## src/rtl/serial_pkg.sv

```systemverilog
// Shared definitions for the bit-serial link cells: FSM state encoding and
// the counter-width helper.
package serial_pkg;

  typedef enum logic [1:0] {
    ST_IDLE  = 2'b00,
    ST_SHIFT = 2'b01,
    ST_DONE  = 2'b10
  } state_e;

  function automatic int cnt_width(input int width);
    return (width < 2) ? 1 : $clog2(width);
  endfunction

endpackage

```

## src/rtl/And.sv

```systemverilog
// Gate library: 2-input AND.
module And (
  input  logic a,
  input  logic b,
  output logic y
);
  assign y = a & b;
endmodule

```

## src/rtl/And_not.sv

```systemverilog
// Gate library: a AND NOT b.
module And_not (
  input  logic a,
  input  logic b,
  output logic y
);
  assign y = a & ~b;
endmodule

```

## src/rtl/Not.sv

```systemverilog
// Gate library: inverter.
module Not (
  input  logic a,
  output logic y
);
  assign y = ~a;
endmodule

```

## src/rtl/Or.sv

```systemverilog
// Gate library: 2-input OR.
module Or (
  input  logic a,
  input  logic b,
  output logic y
);
  assign y = a | b;
endmodule

```

## src/rtl/or_4bit.sv

```systemverilog
// Gate library: 4-input OR reduction.
module or_4bit (
  input  logic [3:0] a,
  output logic       y
);
  assign y = |a;
endmodule

```

## src/rtl/reg_cell.sv

```systemverilog
// 1-bit storage cell: D flip-flop with synchronous active-high reset and
// load enable (hold when en is low).
module reg_cell (
  input  logic clk,
  input  logic rst,
  input  logic en,
  input  logic d,
  output logic q
);
  logic q_q;
  logic q_d;

  always_comb q_d = en ? d : q_q;

  always_ff @(posedge clk) begin
    if (rst) q_q <= 1'b0;
    else     q_q <= q_d;
  end

  assign q = q_q;
endmodule

```

## src/rtl/bit_serial_tx.sv

```systemverilog
// Parallel-to-serial transmitter: accepts a WIDTH-bit word on valid/ready and
// shifts it out LSB-first with a per-bit strobe and a one-cycle done pulse.
module bit_serial_tx
  import serial_pkg::*;
#(
  parameter int WIDTH = 8,
  parameter int CNT_W = cnt_width(WIDTH)
) (
  input  logic             clk,
  input  logic             rst,
  input  logic             in_valid,
  output logic             in_ready,
  input  logic [WIDTH-1:0] din,
  output logic             sout,
  output logic             sout_valid,
  output logic             done,
  output logic             busy
);
  localparam int NG = (CNT_W + 3) / 4;
  localparam logic [CNT_W-1:0] LAST = CNT_W'(WIDTH - 1);

  logic [1:0]       state_q, state_d;
  logic [CNT_W-1:0] cnt_q, cnt_d, inc, carry, x1, x2;
  logic [WIDTH-1:0] shreg_q, shreg_d, shifted, ld_bit, sh_bit;
  logic [4*NG-1:0]  mis;
  logic [NG-1:0]    grp, any_chain;
  logic any_st, is_idle, is_shift, is_done, accept, adv_en;
  logic cnt_last, stay_shift;

  // Encoding: bit0 alone marks ST_SHIFT, bit1 alone marks ST_DONE.
  Or      u_any   (.a(state_q[0]), .b(state_q[1]), .y(any_st));
  Not     u_idle  (.a(any_st), .y(is_idle));
  And_not u_shift (.a(state_q[0]), .b(state_q[1]), .y(is_shift));
  And_not u_done  (.a(state_q[1]), .b(state_q[0]), .y(is_done));
  And     u_acc   (.a(in_valid), .b(is_idle), .y(accept));
  Or      u_adv   (.a(accept), .b(is_shift), .y(adv_en));

  // Counter end detect: a bit mismatches LAST when it differs from the constant.
  for (genvar i = 0; i < CNT_W; i++) begin : g_mis
    if (LAST[i]) begin : g_inv
      Not u_n (.a(cnt_q[i]), .y(mis[i]));
    end else begin : g_pass
      assign mis[i] = cnt_q[i];
    end
  end
  if (4 * NG > CNT_W) begin : g_pad
    assign mis[4*NG-1:CNT_W] = '0;
  end
  for (genvar g = 0; g < NG; g++) begin : g_grp
    or_4bit u_or4 (.a(mis[4*g +: 4]), .y(grp[g]));
    if (g == 0) begin : g_first
      assign any_chain[0] = grp[0];
    end else begin : g_chain
      Or u_ch (.a(any_chain[g-1]), .b(grp[g]), .y(any_chain[g]));
    end
  end
  Not u_eq (.a(any_chain[NG-1]), .y(cnt_last));

  And     u_last (.a(is_shift), .b(cnt_last), .y(state_d[1]));
  And_not u_stay (.a(is_shift), .b(cnt_last), .y(stay_shift));
  Or      u_s0   (.a(accept), .b(stay_shift), .y(state_d[0]));

  for (genvar i = 0; i < 2; i++) begin : g_state
    reg_cell u_st (.clk(clk), .rst(rst), .en(1'b1), .d(state_d[i]), .q(state_q[i]));
  end

  // Ripple incrementer built from XOR = (a&~b)|(b&~a); accept clears it.
  assign carry[0] = 1'b1;
  for (genvar i = 0; i < CNT_W; i++) begin : g_cnt
    And_not u_x1  (.a(cnt_q[i]), .b(carry[i]), .y(x1[i]));
    And_not u_x2  (.a(carry[i]), .b(cnt_q[i]), .y(x2[i]));
    Or      u_xo  (.a(x1[i]), .b(x2[i]), .y(inc[i]));
    And_not u_clr (.a(inc[i]), .b(accept), .y(cnt_d[i]));
    if (i < CNT_W - 1) begin : g_cy
      And u_cy (.a(cnt_q[i]), .b(carry[i]), .y(carry[i+1]));
    end
    reg_cell u_cr (.clk(clk), .rst(rst), .en(adv_en), .d(cnt_d[i]), .q(cnt_q[i]));
  end

  assign shifted = {1'b0, shreg_q[WIDTH-1:1]};
  for (genvar i = 0; i < WIDTH; i++) begin : g_sh
    And     u_ld (.a(accept), .b(din[i]), .y(ld_bit[i]));
    And_not u_sh (.a(shifted[i]), .b(accept), .y(sh_bit[i]));
    Or      u_mx (.a(ld_bit[i]), .b(sh_bit[i]), .y(shreg_d[i]));
    reg_cell u_sr (.clk(clk), .rst(rst), .en(adv_en), .d(shreg_d[i]), .q(shreg_q[i]));
  end

  And u_sout (.a(shreg_q[0]), .b(is_shift), .y(sout));
  assign in_ready   = is_idle;
  assign sout_valid = is_shift;
  assign done       = is_done;
  assign busy       = any_st;
endmodule
```

## config.mk

```make
export PLATFORM = sky130hd
export DESIGN_NAME = bit_serial_tx
export DESIGN_NICKNAME = d
export VERILOG_FILES = /design/src/rtl/serial_pkg.sv /design/src/rtl/And.sv /design/src/rtl/And_not.sv /design/src/rtl/Not.sv /design/src/rtl/Or.sv /design/src/rtl/or_4bit.sv /design/src/rtl/reg_cell.sv /design/src/rtl/bit_serial_tx.sv
export SDC_FILE = /design/constraint.sdc
export NUM_CORES = 1
export LEC_CHECK = 0
export CORE_AREA = 2 2 39 41
export DETAILED_ROUTE_END_ITERATION = 7
export DIE_AREA = 0 0 41 43
export PLACE_DENSITY = 0.73
export SYNTH_ARGS = -nofsm -noshare
export SYNTH_HDL_FRONTEND = slang
export SYNTH_SLANG_ARGS = --single-unit
```

## constraint.sdc

```tcl
create_clock -name clk -period 1.47 [get_ports clk]
set_input_delay 0.441 -clock clk [delete_from_list [all_inputs] [get_ports clk]]
set_output_delay 0.441 -clock clk [all_outputs]
set_load 0.05 [all_outputs]
```

# Word-level counts from Yosys, hierarchy flattened
# Index checks and enable logic that the tools add are counted.
op_classes:
  multipliers: 0
  eq_ne: 0
  n_shift: 0
  mux: 0
  reduce_logical: 1
  magnitude_cmp: 0
  add_sub_neg: 0
  div: 0
  n_bitwise: 50
op_table:
  columns: ["operator", "n"]
  rows:
  - ["bitwise AND 1 bit", 29]
  - ["bitwise OR 1 bit", 12]
  - ["NOT 1 bit", 9]
  - ["OR reduction 3 bit", 1]
word_totals:
  inputBits: 11
  output_inout_bits: 5
  rom_bits: 0
  register_bits: 13
  memories: 0
  latchBits: 0
  word_cells: 64
  ram_bits: 0

# Longest topological paths before layout
depth:
  depth_word: 6
  depth_mapped: 5
  depth_no_buf: 4

# Cells and area by module
# A second synthesis with hierarchy kept.
hier_totals:
  hier_cells: 94
  area_unflattened_um2: 917.1
by_module_without_submodules:
  columns: ["mod", "cells_each", "seq_area_each_um2", "instances", "area_per_inst_um2"]
  rows:
  - ["reg_cell", 3, 20.0, 13, 33.8]
  - ["And_not", 1, 0.0, 20, 13.8]
  - ["Or", 1, 0.0, 14, 6.3]
  - ["And", 1, 0.0, 13, 6.3]
  - ["Not", 1, 0.0, 5, 3.8]
  - ["bit_serial_tx", 2, 0.0, 1, 7.5]
  - ["or_4bit", 1, 0.0, 1, 7.5]

# Worst setup path after synthesis
# OpenSTA, ideal clock, no wires.
synth_timing:
  path_type: "register to output"
  start: "register g_state[0].u_st.q_q"
  end: "output busy"
  t_arrival_ps: 1561
  path_stages_with_launch: 4
  t_required_ps: 1029
  path_buffers: 1
  path_slack_ps: -532
  path_cell_list: "dfxtp_1 > buf_6 > nor2_1 > inv_1"
synth_between:
  elab_chain_cells: 1
synth_rtl:
  columns: ["item", "line_no", "source"]
  rows:
  - ["from (decl)", "reg_cell.sv:10", "logic q_q;"]
  - ["from (signal assigned)", "reg_cell.sv:17", "else q_q <= q_d;"]
  - ["bitwise OR 1 bit", "Or.sv:7", "assign y = a | b;"]
  - ["to (decl)", "bit_serial_tx.sv:17", "output logic busy"]
# Every way passes these cells.

# Worst setup path in the final report
layout_timing:
  start: "register g_state[1].u_st.q_q"
  end: "output sout"
layout_between:
  elab_chain_cells: 3
layout_rtl:
  columns: ["item", "line_no", "source"]
  rows:
  - ["from (decl)", "reg_cell.sv:10", null]
  - ["from (signal assigned)", "reg_cell.sv:17", null]
  - ["NOT 1 bit", "And_not.sv:7", "assign y = a & ~b;"]
  - ["bitwise AND 1 bit", "And_not.sv:7", null]
  - ["bitwise AND 1 bit", "And.sv:7", "assign y = a & b;"]
  - ["to (decl)", "bit_serial_tx.sv:14", "output logic sout,"]
# Every way passes these cells.

==> metrics.txt <==
# TYPE chip_impl_metric gauge
chip_impl_metric{name="placement_rows",unit=""} 14
chip_impl_metric{name="finalClockSkew",unit="ns"} 0.00709
chip_impl_metric{name="antenna_cells",unit=""} 0
chip_impl_info{name="hold_path_startpoint",value="g_sh[7].u_sr.q"} 1
chip_impl_metric{name="synth_area_per_cell",unit="um^2"} 8.74
chip_impl_metric{name="numPlacedInstances",unit=""} 100
chip_impl_metric{name="final_period_minus_worst_setup_slack",unit="ns"} 1.53
chip_impl_metric{name="finish.cell_count_without_fillers",unit=""} 111
chip_impl_info{name="synth.cells.most_frequent",value="sky130_fd_sc_hd__dfxtp_1 (13), sky130_fd_sc_hd__nor2_1 (11), sky130_fd_sc_hd__a211oi_1 (7)"} 1
chip_impl_info{name="outcome",value="finished, violations left"} 1
chip_impl_metric{name="die_w",unit="um"} 41
chip_impl_metric{name="synthDistinctLibCells",unit=""} 21
chip_impl_metric{name="synth_top_area_frac",unit=""} 0.458
chip_impl_metric{name="powerDensity",unit="nW/um^2"} 897
chip_impl_metric{name="cts_buffers",unit=""} 3
chip_impl_metric{name="grt_start_max_net_pins",unit=""} 14
chip_impl_metric{name="synth_seq_cells",unit=""} 13
chip_impl_metric{name="final_min_period_over_clock_period",unit=""} 1.04
chip_impl_info{name="holdCritPathClass",value="reg2reg"} 1
chip_impl_metric{name="max_slew_margin",unit=""} 0.824
chip_impl_metric{name="htree_num_levels",unit=""} 1
chip_impl_info{name="worstSetupStartpoint",value="g_state[1].u_st.q"} 1
chip_impl_info{name="tritoncts",value="yes"} 1
chip_impl_metric{name="fmax",unit="MHz"} 652
chip_impl_metric{name="drc_errors",unit=""} 0
chip_impl_metric{name="drt_pass1_iterations",unit=""} 6
chip_impl_metric{name="start_util",unit=""} 0.410
chip_impl_metric{name="initialDrtViolationCount",unit=""} 5
chip_impl_info{name="path_cells",value="nand2b_4 -> inv_4 -> and2_4 -> buf_12"} 1
chip_impl_metric{name="synthCells",unit=""} 65
chip_impl_metric{name="vias_per_instance",unit=""} 5.21
chip_impl_metric{name="fp.coreArea",unit="um^2"} 1380
chip_impl_metric{name="worst-endpoint-arrival",unit="ns"} 1.09
chip_impl_metric{name="fillerInstances",unit=""} 107
chip_impl_info{name="violations_in_the_final_reports",value="negative setup slack"} 1
chip_impl_metric{name="drive_gt1_frac",unit=""} 0.337
chip_impl_info{name="yosys.cell_count.top_type",value="sky130_fd_sc_hd__dfxtp_1"} 1
chip_impl_metric{name="finalSetupViolCount",unit=""} 4
chip_impl_metric{name="p_total",unit="mW"} 0.852
chip_impl_metric{name="layout-area-overhead-vs-synth",unit="%"} 67.2
chip_impl_metric{name="nNetsFinal",unit=""} 108
chip_impl_info{name="synth_largest_area_cell",value="sky130_fd_sc_hd__dfxtp_1"} 1
chip_impl_metric{name="postSynthNetCount",unit=""} 77
chip_impl_info{name="root_buffer",value="sky130_fd_sc_hd__clkbuf_4"} 1
chip_impl_metric{name="cts.clk_slew.worst_paths",unit="ns"} 0.08
chip_impl_metric{name="die_area",unit="um^2"} 1760
chip_impl_metric{name="clk-insertion-delay-late",unit="ns"} 0.28
chip_impl_metric{name="worst-path-max-fanout",unit=""} 4
chip_impl_metric{name="first_global_vias",unit=""} 520
chip_impl_metric{name="worstPathRequired",unit="ns"} 1.03
chip_impl_metric{name="antenna_violations_before_repair",unit=""} 0
chip_impl_info{name="synth_ff_type",value="sky130_fd_sc_hd__dfxtp_1"} 1
chip_impl_info{name="crit_path_top_delay_cell",value="sky130_fd_sc_hd__dfxtp_2"} 1
chip_impl_metric{name="chipHeight",unit="um"} 43
chip_impl_info{name="reg2reg_from",value="g_state[1].u_st.q"} 1
chip_impl_metric{name="clock-sinks",unit=""} 13
chip_impl_info{name="worstSetupStartpointType",value="register"} 1
chip_impl_info{name="path_class",value="reg2out"} 1
chip_impl_metric{name="p_leak",unit="nW"} 0.384
chip_impl_metric{name="routedWlPerCell",unit="um"} 11.2
chip_impl_metric{name="num_io_pins",unit=""} 16
chip_impl_metric{name="final.hold.worst_slack",unit="ns"} 0.493
chip_impl_metric{name="buffer_ports.inserted",unit=""} 15
chip_impl_metric{name="detailroute.via_count",unit=""} 578
chip_impl_metric{name="timing.max_cap.violations",unit=""} 0
chip_impl_metric{name="globalRoute.totalOverflow",unit=""} 0
chip_impl_metric{name="drt.antenna.violating_nets",unit=""} 0
chip_impl_info{name="rsz0062_at_grt",value="yes"} 1
chip_impl_metric{name="yosysWarningCount",unit=""} 0
chip_impl_metric{name="grt_first_pass_wirelength",unit="um"} 2110
chip_impl_metric{name="hpwlAfterDp",unit="um"} 892
chip_impl_metric{name="clock_tree.buffer_depth",unit=""} 2
chip_impl_info{name="cpLargestDelayFamily",value="flip-flops"} 1
chip_impl_info{name="worstSetupEndpointType",value="output port"} 1
chip_impl_metric{name="globalplace.congestion",unit=""} 0.709
chip_impl_metric{name="worstMarginPinSlew",unit="ns"} 0.264
chip_impl_metric{name="critical_path_buf_inv_count",unit=""} 2
chip_impl_metric{name="area.sequential",unit="um^2"} 265
chip_impl_metric{name="synth_enable_flop_cells",unit=""} 0
chip_impl_metric{name="power.ir.vdd_worst",unit="V"} 0.000641
chip_impl_metric{name="postRouteWirelength",unit="um"} 1240
chip_impl_metric{name="postLayoutSetupSlackWorst",unit="ns"} -0.0645
chip_impl_metric{name="yosysSeqAreaShare",unit=""} 0.458
chip_impl_metric{name="syn-cell-area",unit="um^2"} 568
chip_impl_metric{name="drv_slew",unit=""} 0
chip_impl_metric{name="postSynth.asyncResetShare",unit=""} 0
chip_impl_metric{name="multi_input_area",unit="um^2"} 303
chip_impl_metric{name="timing_hold_violations_final",unit=""} 0
chip_impl_info{name="top_area_cells_in_the_synthesized_netlist",value="sky130_fd_sc_hd__dfxtp_1 (46%), sky130_fd_sc_hd__a211oi_1 (9.3%), sky130_fd_sc_hd__nor2_1 (7.3%)"} 1
chip_impl_metric{name="grt_util_all_layers",unit=""} 0.180
chip_impl_metric{name="timing.critical_path.slowest_cell_delay",unit="ns"} 0.34
tightest hold or removal path, cell delays in order, from the launching register on:
cell	delay (ns)
sky130_fd_sc_hd__dfxtp_1	0.33
sky130_fd_sc_hd__nand3_1	0.06
sky130_fd_sc_hd__a21oi_1	0.06
cells in the final DEF (no fill, tap or decap), drive strengths merged:
master         synthesis  layout
dfxtp                 13      13
ha                     1       1
and2                   1       1
nor3                   2       2
nand3b                 1       1
clkdlybuf4s50          0      10
nor3b                  1       1
nand3                  3       3
nand2b                 2       2
o22ai                  6       6
nor2                  11      11
buf                    1      18
a311oi                 1       1
a211oi                 7       7
or3b                   1       1
a21oi                  3       3
inv                    4       4
o21ba                  1       1
clkbuf                 1       4
nand2                  4       4
xor2                   1       1
final timing paths:
check | end | slack [ns] | depth (start not counted)
worst min-delay path | g_sh[7].u_sr.q | 0.49 | 2
worst max-delay path | sout | -0.06 | 4
worst min register to register | g_sh[7].u_sr.q | 0.49 | 2
worst max register to register | g_sh[2].u_sr.q | 0.16 | 5
power by group:
group          internal (mW)  switching [mW]
combinational          0.127           0.103
sequential             0.379          0.0180
clock                  0.105           0.120
total                  0.611           0.241
what timing repair did:
action / in CTS / in global routing
pin swaps: 1 / 0
endpoints found under the setup margin: 5 / 5
setup buffers: 4 / 3
hold buffers: 0 / 0
gates resized for setup: 8 / 0
flip-flops by register name (all words and copies together), names as in the netlist:
name	count
g_sh.u_sr.q	8
g_state.u_st.q	2
g_cnt.u_cr.q	3
stage by stage:
step / TNS (ns) / utilization / area, um^2 / setup slack [ns]
after floorplan: 0 / - / 586 / 0.0175
after global placement: -1.35 / 0.613 / 848 / -0.159
after detailed placement: -1.51 / 0.613 / 848 / -0.193
after CTS: -0.203 / 0.670 / 927 / -0.0658
after global routing: -0.399 / 0.686 / 950 / -0.103
final: -0.182 / 0.686 / 950 / -0.0645
layout make-up:
cell class | instances | share of cell area
Clock buffer | 4 | 0.0277
Inverter | 4 | 0.0184
Tap cell | 16 | 0.0211
Sequential cell | 13 | 0.279
Multi-Input combinational cell | 46 | 0.319
Timing Repair Buffer | 28 | 0.335
routing by layer:
metal	vias up	GRT usage	routed length (um)
met4	0	0.0800	11
met2	17	0.266	607
li1	291	-	-
met1	268	0.228	556
met3	2	0.0628	63
met5	-	0	0
cell families (layout without fill, tap and decap cells):
| group | after synthesis | after routing | share of synthesized area |
|---|---|---|---|
| AO/OA/AOI/OAI | 18 | 18 | 0.229 |
| adder cells (fa/ha/maj) | 1 | 1 | 0.0220 |
| flip-flops | 13 | 13 | 0.458 |
| AND/OR/NAND/NOR | 26 | 26 | 0.222 |
| XOR/XNOR | 1 | 1 | 0.0154 |
| buffers and inverters | 6 | 36 | 0.0528 |
Power figures use the tool's default switching activity.
